File: config.mk
export PLATFORM = sky130hd
export DESIGN_NAME = load_store_unit
export DESIGN_NICKNAME = d
export VERILOG_FILES = /design/src/rtl/load_store_unit.sv
export SDC_FILE = /design/constraint.sdc
export NUM_CORES = 1
export LEC_CHECK = 0
export ABC_AREA = 0
export CORE_AREA = 2 2 141 143
export CTS_BUF_LIST = sky130_fd_sc_hd__clkbuf_8
export DETAILED_ROUTE_END_ITERATION = 7
export DIE_AREA = 0 0 143 145
export PLACE_DENSITY = 0.69
export SLEW_MARGIN = 20
export SYNTH_ARGS = -nofsm -noshare
export SYNTH_HDL_FRONTEND = slang
export SYNTH_SLANG_ARGS = --single-unit
File: constraint.sdc
create_clock -name i_clock -period 2.1 [get_ports i_clock]
set_input_delay 0.42 -clock i_clock [delete_from_list [all_inputs] [get_ports i_clock]]
set_output_delay 0.42 -clock i_clock [all_outputs]
set_load 0.005 [all_outputs]
File: src/rtl/load_store_unit.sv
// Load/store sequencer: one byte, halfword or word access on a 32-bit big-endian bus,
// with lane steering, load extension, alignment checking and a bus-ready timeout.
module load_store_unit #(
   parameter int unsigned TIMEOUT_CYCLES = 255
) (
   input  logic        i_clock,
   input  logic        i_reset,
   input  logic        i_start,
   input  logic        i_write,
   input  logic [1:0]  i_cycle_width,
   input  logic        i_signed_load,
   input  logic [31:0] i_address,
   input  logic [31:0] i_write_data,
   output logic        o_busy,
   output logic        o_done,
   output logic        o_access_error,
   output logic [31:0] o_read_data,
   output logic [29:0] o_bus_address,
   output logic        o_bus_request,
   output logic        o_bus_write,
   output logic [3:0]  o_bus_byte_enables,
   output logic [31:0] o_bus_data_out,
   input  logic [31:0] i_bus_data_in,
   input  logic        i_bus_ready
);

   typedef enum logic [1:0] {ST_IDLE, ST_ACCESS, ST_FINISH} state_t;

   localparam logic [15:0] LP_LAST_COUNT = 16'(TIMEOUT_CYCLES - 1);

   state_t      r_state;
   logic        r_write;
   logic [1:0]  r_width;
   logic        r_signed;
   logic [1:0]  r_offset;
   logic [15:0] r_count;
   logic        r_busy;
   logic        r_done;
   logic        r_error;
   logic [31:0] r_read_data;
   logic [29:0] r_bus_address;
   logic        r_bus_request;
   logic        r_bus_write;
   logic [3:0]  r_bus_byte_enables;
   logic [31:0] r_bus_data_out;

   function automatic logic f_legal(input logic [1:0] width, input logic [1:0] offset);
      logic ok;
      ok = 1'b0;
      case (width)
         2'b00:   ok = 1'b1;
         2'b01:   ok = (offset[0] == 1'b0);
         2'b10:   ok = (offset == 2'b00);
         default: ok = 1'b0;
      endcase
      return ok;
   endfunction

   // Big-endian: enable bit 3 is the lowest byte address (bus bits 31:24).
   function automatic logic [3:0] f_byte_enables(input logic [1:0] width, input logic [1:0] offset);
      logic [3:0] be;
      be = 4'b0000;
      case (width)
         2'b00:   be = 4'b1000 >> offset;
         2'b01:   be = offset[1] ? 4'b0011 : 4'b1100;
         2'b10:   be = 4'b1111;
         default: be = 4'b0000;
      endcase
      return be;
   endfunction

   function automatic logic [31:0] f_steer(input logic [1:0] width, input logic [31:0] data);
      logic [31:0] d;
      d = data;
      case (width)
         2'b00:   d = {4{data[7:0]}};
         2'b01:   d = {2{data[15:0]}};
         default: d = data;
      endcase
      return d;
   endfunction

   function automatic logic [31:0] f_extract(input logic [1:0] width, input logic [1:0] offset,
                                             input logic sgn, input logic [31:0] data);
      logic [7:0]  b;
      logic [15:0] h;
      logic [31:0] r;
      b = data[31:24];
      case (offset)
         2'd0:    b = data[31:24];
         2'd1:    b = data[23:16];
         2'd2:    b = data[15:8];
         default: b = data[7:0];
      endcase
      h = offset[1] ? data[15:0] : data[31:16];
      case (width)
         2'b00:   r = sgn ? {{24{b[7]}}, b} : {24'd0, b};
         2'b01:   r = sgn ? {{16{h[15]}}, h} : {16'd0, h};
         default: r = data;
      endcase
      return r;
   endfunction

   always_ff @(posedge i_clock) begin
      if (i_reset) begin
         r_state            <= ST_IDLE;
         r_write            <= 1'b0;
         r_width            <= 2'b00;
         r_signed           <= 1'b0;
         r_offset           <= 2'b00;
         r_count            <= 16'd0;
         r_busy             <= 1'b0;
         r_done             <= 1'b0;
         r_error            <= 1'b0;
         r_read_data        <= 32'd0;
         r_bus_address      <= 30'd0;
         r_bus_request      <= 1'b0;
         r_bus_write        <= 1'b0;
         r_bus_byte_enables <= 4'b0000;
         r_bus_data_out     <= 32'd0;
      end else begin
         case (r_state)
            ST_IDLE: begin
               if (i_start) begin
                  r_write  <= i_write;
                  r_width  <= i_cycle_width;
                  r_signed <= i_signed_load;
                  r_offset <= i_address[1:0];
                  r_busy   <= 1'b1;
                  if (f_legal(i_cycle_width, i_address[1:0])) begin
                     r_state            <= ST_ACCESS;
                     r_count            <= 16'd0;
                     r_bus_request      <= 1'b1;
                     r_bus_address      <= i_address[31:2];
                     r_bus_write        <= i_write;
                     r_bus_byte_enables <= f_byte_enables(i_cycle_width, i_address[1:0]);
                     r_bus_data_out     <= f_steer(i_cycle_width, i_write_data);
                  end else begin
                     // Illegal request: report immediately without touching the bus.
                     r_state <= ST_FINISH;
                     r_done  <= 1'b1;
                     r_error <= 1'b1;
                  end
               end
            end
            ST_ACCESS: begin
               if (i_bus_ready) begin
                  r_state       <= ST_FINISH;
                  r_bus_request <= 1'b0;
                  r_done        <= 1'b1;
                  r_error       <= 1'b0;
                  if (!r_write) begin
                     r_read_data <= f_extract(r_width, r_offset, r_signed, i_bus_data_in);
                  end
               end else if (r_count == LP_LAST_COUNT) begin
                  r_state       <= ST_FINISH;
                  r_bus_request <= 1'b0;
                  r_done        <= 1'b1;
                  r_error       <= 1'b1;
               end else begin
                  r_count <= r_count + 16'd1;
               end
            end
            ST_FINISH: begin
               r_state <= ST_IDLE;
               r_done  <= 1'b0;
               r_error <= 1'b0;
               r_busy  <= 1'b0;
            end
            default: begin
               r_state <= ST_IDLE;
            end
         endcase
      end
   end

   assign o_busy             = r_busy;
   assign o_done             = r_done;
   assign o_access_error     = r_error;
   assign o_read_data        = r_read_data;
   assign o_bus_address      = r_bus_address;
   assign o_bus_request      = r_bus_request;
   assign o_bus_write        = r_bus_write;
   assign o_bus_byte_enables = r_bus_byte_enables;
   assign o_bus_data_out     = r_bus_data_out;

endmodule
==> results_tabular.tex <==
\begin{tabular}{lr}
\hline
Metric & Value \\
\hline
\multicolumn{2}{l}{\textbf{Placed design}} \\
Dpl hpwl & 13000 µm \\
GPL Wtd Cong & 0.786 \\
Post-DP Area & 8290 µm² \\
Post-Place Cells & 1170 \\
Worst Setup Slack post-DPL & -0.322 ns \\
Port-buffer cells & 206 \\
\multicolumn{2}{l}{\textbf{Drt}} \\
Via Count & 5834 \\
Starting DRC count in detailed routing & 327 \\
Post-route DRC violation count & 0 \\
Pre-antenna DRT Iters & 4 \\
Final ANT Viol Nets & 0 \\
DR vias/cell & 4.85 \\
Detailed-route wire length per cell & 15.0 µm \\
Detailed-route wire length & 18100 µm \\
\multicolumn{2}{l}{\textbf{CTS}} \\
Clock Path Buffers & 2 \\
Cell at the root of the clock tree & sky130\_fd\_sc\_hd\_\_clkbuf\_8 \\
Total number of clock tree sinks & 127 \\
Clock input transition at the sequential cells of the worst setup and hold paths & 0.07 ns \\
Inserted Clock Buffers & 17 \\
Insertion delay to the later sink of the worst-skew pair & 0.44 ns \\
Clock tree from TritonCTS & yes \\
Number of H-tree levels & 4 \\
\multicolumn{2}{l}{\textbf{Floorplan}} \\
Width of the chip & 143 µm \\
Die height & 145 µm \\
Core area & 19200 µm² \\
Die footprint & 20700 µm² \\
Number of standard-cell rows in the floorplan & 51 \\
I/O pin cnt & 207 \\
Initial cell density of the core & 0.297 \\
\multicolumn{2}{l}{\textbf{Run}} \\
Max-cap check violation count & 0 \\
\multicolumn{2}{l}{\textbf{Logic synthesis}} \\
Primary FF master, synth & sky130\_fd\_sc\_hd\_\_dfxtp\_1 \\
Dominant cell type by area after synthesis & sky130\_fd\_sc\_hd\_\_dfxtp\_1 \\
Count of flip-flops with a built-in enable after synthesis & 0 \\
Instance count of the mapped netlist & 704 \\
Library cells used by synthesis & 50 \\
Post-synth design cell area & 5700 µm² \\
Cell types with the largest area share after synthesis & sky130\_fd\_sc\_hd\_\_dfxtp\_1 45\%, sky130\_fd\_sc\_hd\_\_nand2\_1 10\%, sky130\_fd\_sc\_hd\_\_a21oi\_1 6.4\% \\
Top-area cell type share of the netlist area & 0.446 \\
Nets in the synthesized netlist & 813 \\
Sequential fraction of the synthesis area & 0.446 \\
Syn avg cell area & 8.10 µm² \\
Number of flip-flops and latches in the synthesized netlist & 127 \\
Synth warn & 0 \\
Share of async-settable or async-resettable flops after synthesis & 0 \\
\multicolumn{2}{l}{\textbf{GRT}} \\
Met2 layer usage reported by global route & 0.269 \\
Grt met1 use & 0.219 \\
Via count of the first global-routing pass & 5332 \\
GRT overflow & 0 \\
Antenna violations before repair & 0 \\
Total track usage & 0.172 \\
Most congested layer reported by global routing & met2 \\
Met3 track demand over resource in global routing & 0.0667 \\
First-pass GRT wire length & 28500 µm \\
Pin count of the biggest net entering global routing & 53 \\
\multicolumn{2}{l}{\textbf{Critical path}} \\
Maximum net fanout on the critical path & 6 \\
Chain of cells forming the critical path & clkdlybuf4s50\_1, or4b\_4, o211ai\_4, o211ai\_1, or3\_1, a21oi\_1 \\
Worst EP required & 2.46 ns \\
Slowest cell on the critical path & sky130\_fd\_sc\_hd\_\_or4b\_4 \\
Arrival @ worst endpoint & 2.34 ns \\
CP max stage delay & 0.58 ns \\
Type of the setup path with the least slack & in2reg \\
Critical Path Sink Type & flip-flop \\
Kind of start point of the critical path & input port \\
\multicolumn{2}{l}{\textbf{STA}} \\
Max Slew Vio Count & 0 \\
Worst Max-Slew Pin Slew & 0.591 ns \\
Max Clock Skew & 0.0126 ns \\
Portion of the clock cycle consumed by the worst path in the final layout & 0.943 \\
RSZ-0062 raised after global routing & false \\
Count of endpoints failing setup in the final report & 0 \\
Highest attainable clock frequency & 505 MHz \\
Fin Hold WS & 0.407 ns \\
Crit path time final & 1.98 ns \\
Worst rel slew slack & 0.604 \\
Final hold violation count & 0 \\
Slack of the critical path & 0.120 ns \\
\multicolumn{2}{l}{\textbf{Pwr}} \\
Switching part of the total & 0.286 \\
Share of power burned in combinational logic & 0.218 \\
Leakage power summed over all cells & 3.02 nW \\
Switching power & 1.67 mW \\
Power per standard cell area & 671 nW/µm² \\
Proportion of power drawn by flip-flops and latches & 0.450 \\
Design internal power & 4.17 mW \\
Clock Power Share & 0.332 \\
Highest ir drop seen on vdd & 0.000385 V \\
\multicolumn{2}{l}{\textbf{Layout}} \\
Signed area change from the synthesized netlist to the final layout & 52.5\% \\
Most common cell after layout, fill and taps aside & sky130\_fd\_sc\_hd\_\_clkdlybuf4s50\_1 \\
Final design area excluding fillers & 8690 µm² \\
Final nets & 1036 \\
Share of layout cells above drive strength 1 & 0.108 \\
Most used cells in the layout excluding fill and tap cells & 205 x sky130\_fd\_sc\_hd\_\_clkdlybuf4s50\_1, 156 x sky130\_fd\_sc\_hd\_\_nand2\_1, 127 x sky130\_fd\_sc\_hd\_\_dfxtp\_1, 71 x sky130\_fd\_sc\_hd\_\_a21oi\_1, 70 x sky130\_fd\_sc\_hd\_\_nor2\_1 \\
Post-layout instance count excluding filler cells & 1204 \\
\multicolumn{2}{l}{\textbf{Status}} \\
Run status & completed \\
\multicolumn{2}{l}{\textbf{Worst hold path}} \\
Worst min-delay path class & in2reg \\
\hline
\end{tabular}
==> worst max-delay path: cells and delay by family <==
kind                   cells  cell delay (ns)
AOI/OAI and AO/OA          3             0.51
buffers and inverters      1             0.45
and+or+nand+nor            2             0.96
==> cells by family after synthesis <==
| family | share of synthesized area |
|---|---|
| simple gates | 0.196 |
| compound gates | 0.231 |
| buf+inv | 0.0507 |
| mux | 0.0573 |
| xor+xnor | 0.00768 |
| flops | 0.446 |
| fa+ha+maj | 0.0110 |
==> power groups by stage <==
stage / sequential (mW) / clock [mW] / combinational [mW]
global route: 2.64 / 2.11 / 1.40
detailed placement: 2.68 / 0 / 1.26
global placement: 2.68 / 0 / 1.26
finish: 2.63 / 1.94 / 1.27
CTS: 2.63 / 2.01 / 1.27
floorplan: 2.67 / 0 / 0.567
==> layout make-up <==
class / count / area [µm²]
clock inverters: 12 / 100
diodes: 1 / 2.50
multi-input cells: 509 / 2920
inverters: 16 / 60.1
fillers: 1909 / 10500
well taps: 265 / 332
flip-flops and latches: 127 / 2540
clock buffers: 18 / 248
repair buffers: 256 / 2480
==> worst paths after layout <==
| path | cells past startpoint | slack [ns] | to | start |
|---|---|---|---|---|
| worst min-delay path | 2 | 0.41 | r_state[0] | i_reset |
| worst min register to register | 2 | 0.45 | o_bus_write | o_bus_write |
| worst max register to register | 9 | 0.13 | r_count[12] | r_count[0] |
| worst max-delay path | 6 | 0.12 | r_count[3] | i_address[1] |
==> sequential cells by signal, indices dropped and copies added (netlist names), 2 cells and up <==
| register | count |
|---|---|
| o_read_data | 32 |
| o_bus_address | 30 |
| r_state | 2 |
| r_width | 2 |
| r_count | 16 |
| o_bus_data_out | 32 |
| o_bus_byte_enables | 4 |
| r_offset | 2 |
==> cell usage after synthesis (all sizes together), types with 3 or more instances <==
library cell	instances
dfxtp	127
o211ai	7
nand3	4
clkbuf	39
nand2	156
nor3	3
or2	4
ha	5
xnor2	5
a21oi	77
nand4	3
a31oi	7
a211oi	40
mux2i	27
a22oi	7
and4	3
a21o	3
a22o	7
nor4b	3
or3	8
a2bb2oi	7
o21ai	28
inv	15
buf	14
nor2	71
a311oi	8
==> metrics by stage <==
| step | total power [mW] | utilization | setup TNS (ns) |
|---|---|---|---|
| 3_3_place_gp | 3.94 | 0.431 | -15.54 |
| 6_report | 5.84 | 0.453 | 0 |
| 4_1_cts | 5.90 | 0.450 | 0 |
| 2_1_floorplan | 3.24 | - | 0 |
| 3_5_place_dp | 3.94 | 0.431 | -18.84 |
| 5_1_grt | 6.15 | 0.452 | 0 |
==> routing by layer <==
| metal | part of all wire | vias to the layer above |
|---|---|---|
| met5 | 0 | - |
| met1 | 0.44 | 2711 |
| met3 | 0.078 | 24 |
| met2 | 0.46 | 184 |
| li1 | - | 2915 |
| met4 | 0.018 | 0 |
==> repair_timing <==
item                                    CTS  global route
setup buffers                             0             2
gates resized for setup                   0             4
hold buffers                              0             0
endpoints found under the setup margin    0            11
(Power assumes the default switching activity.)
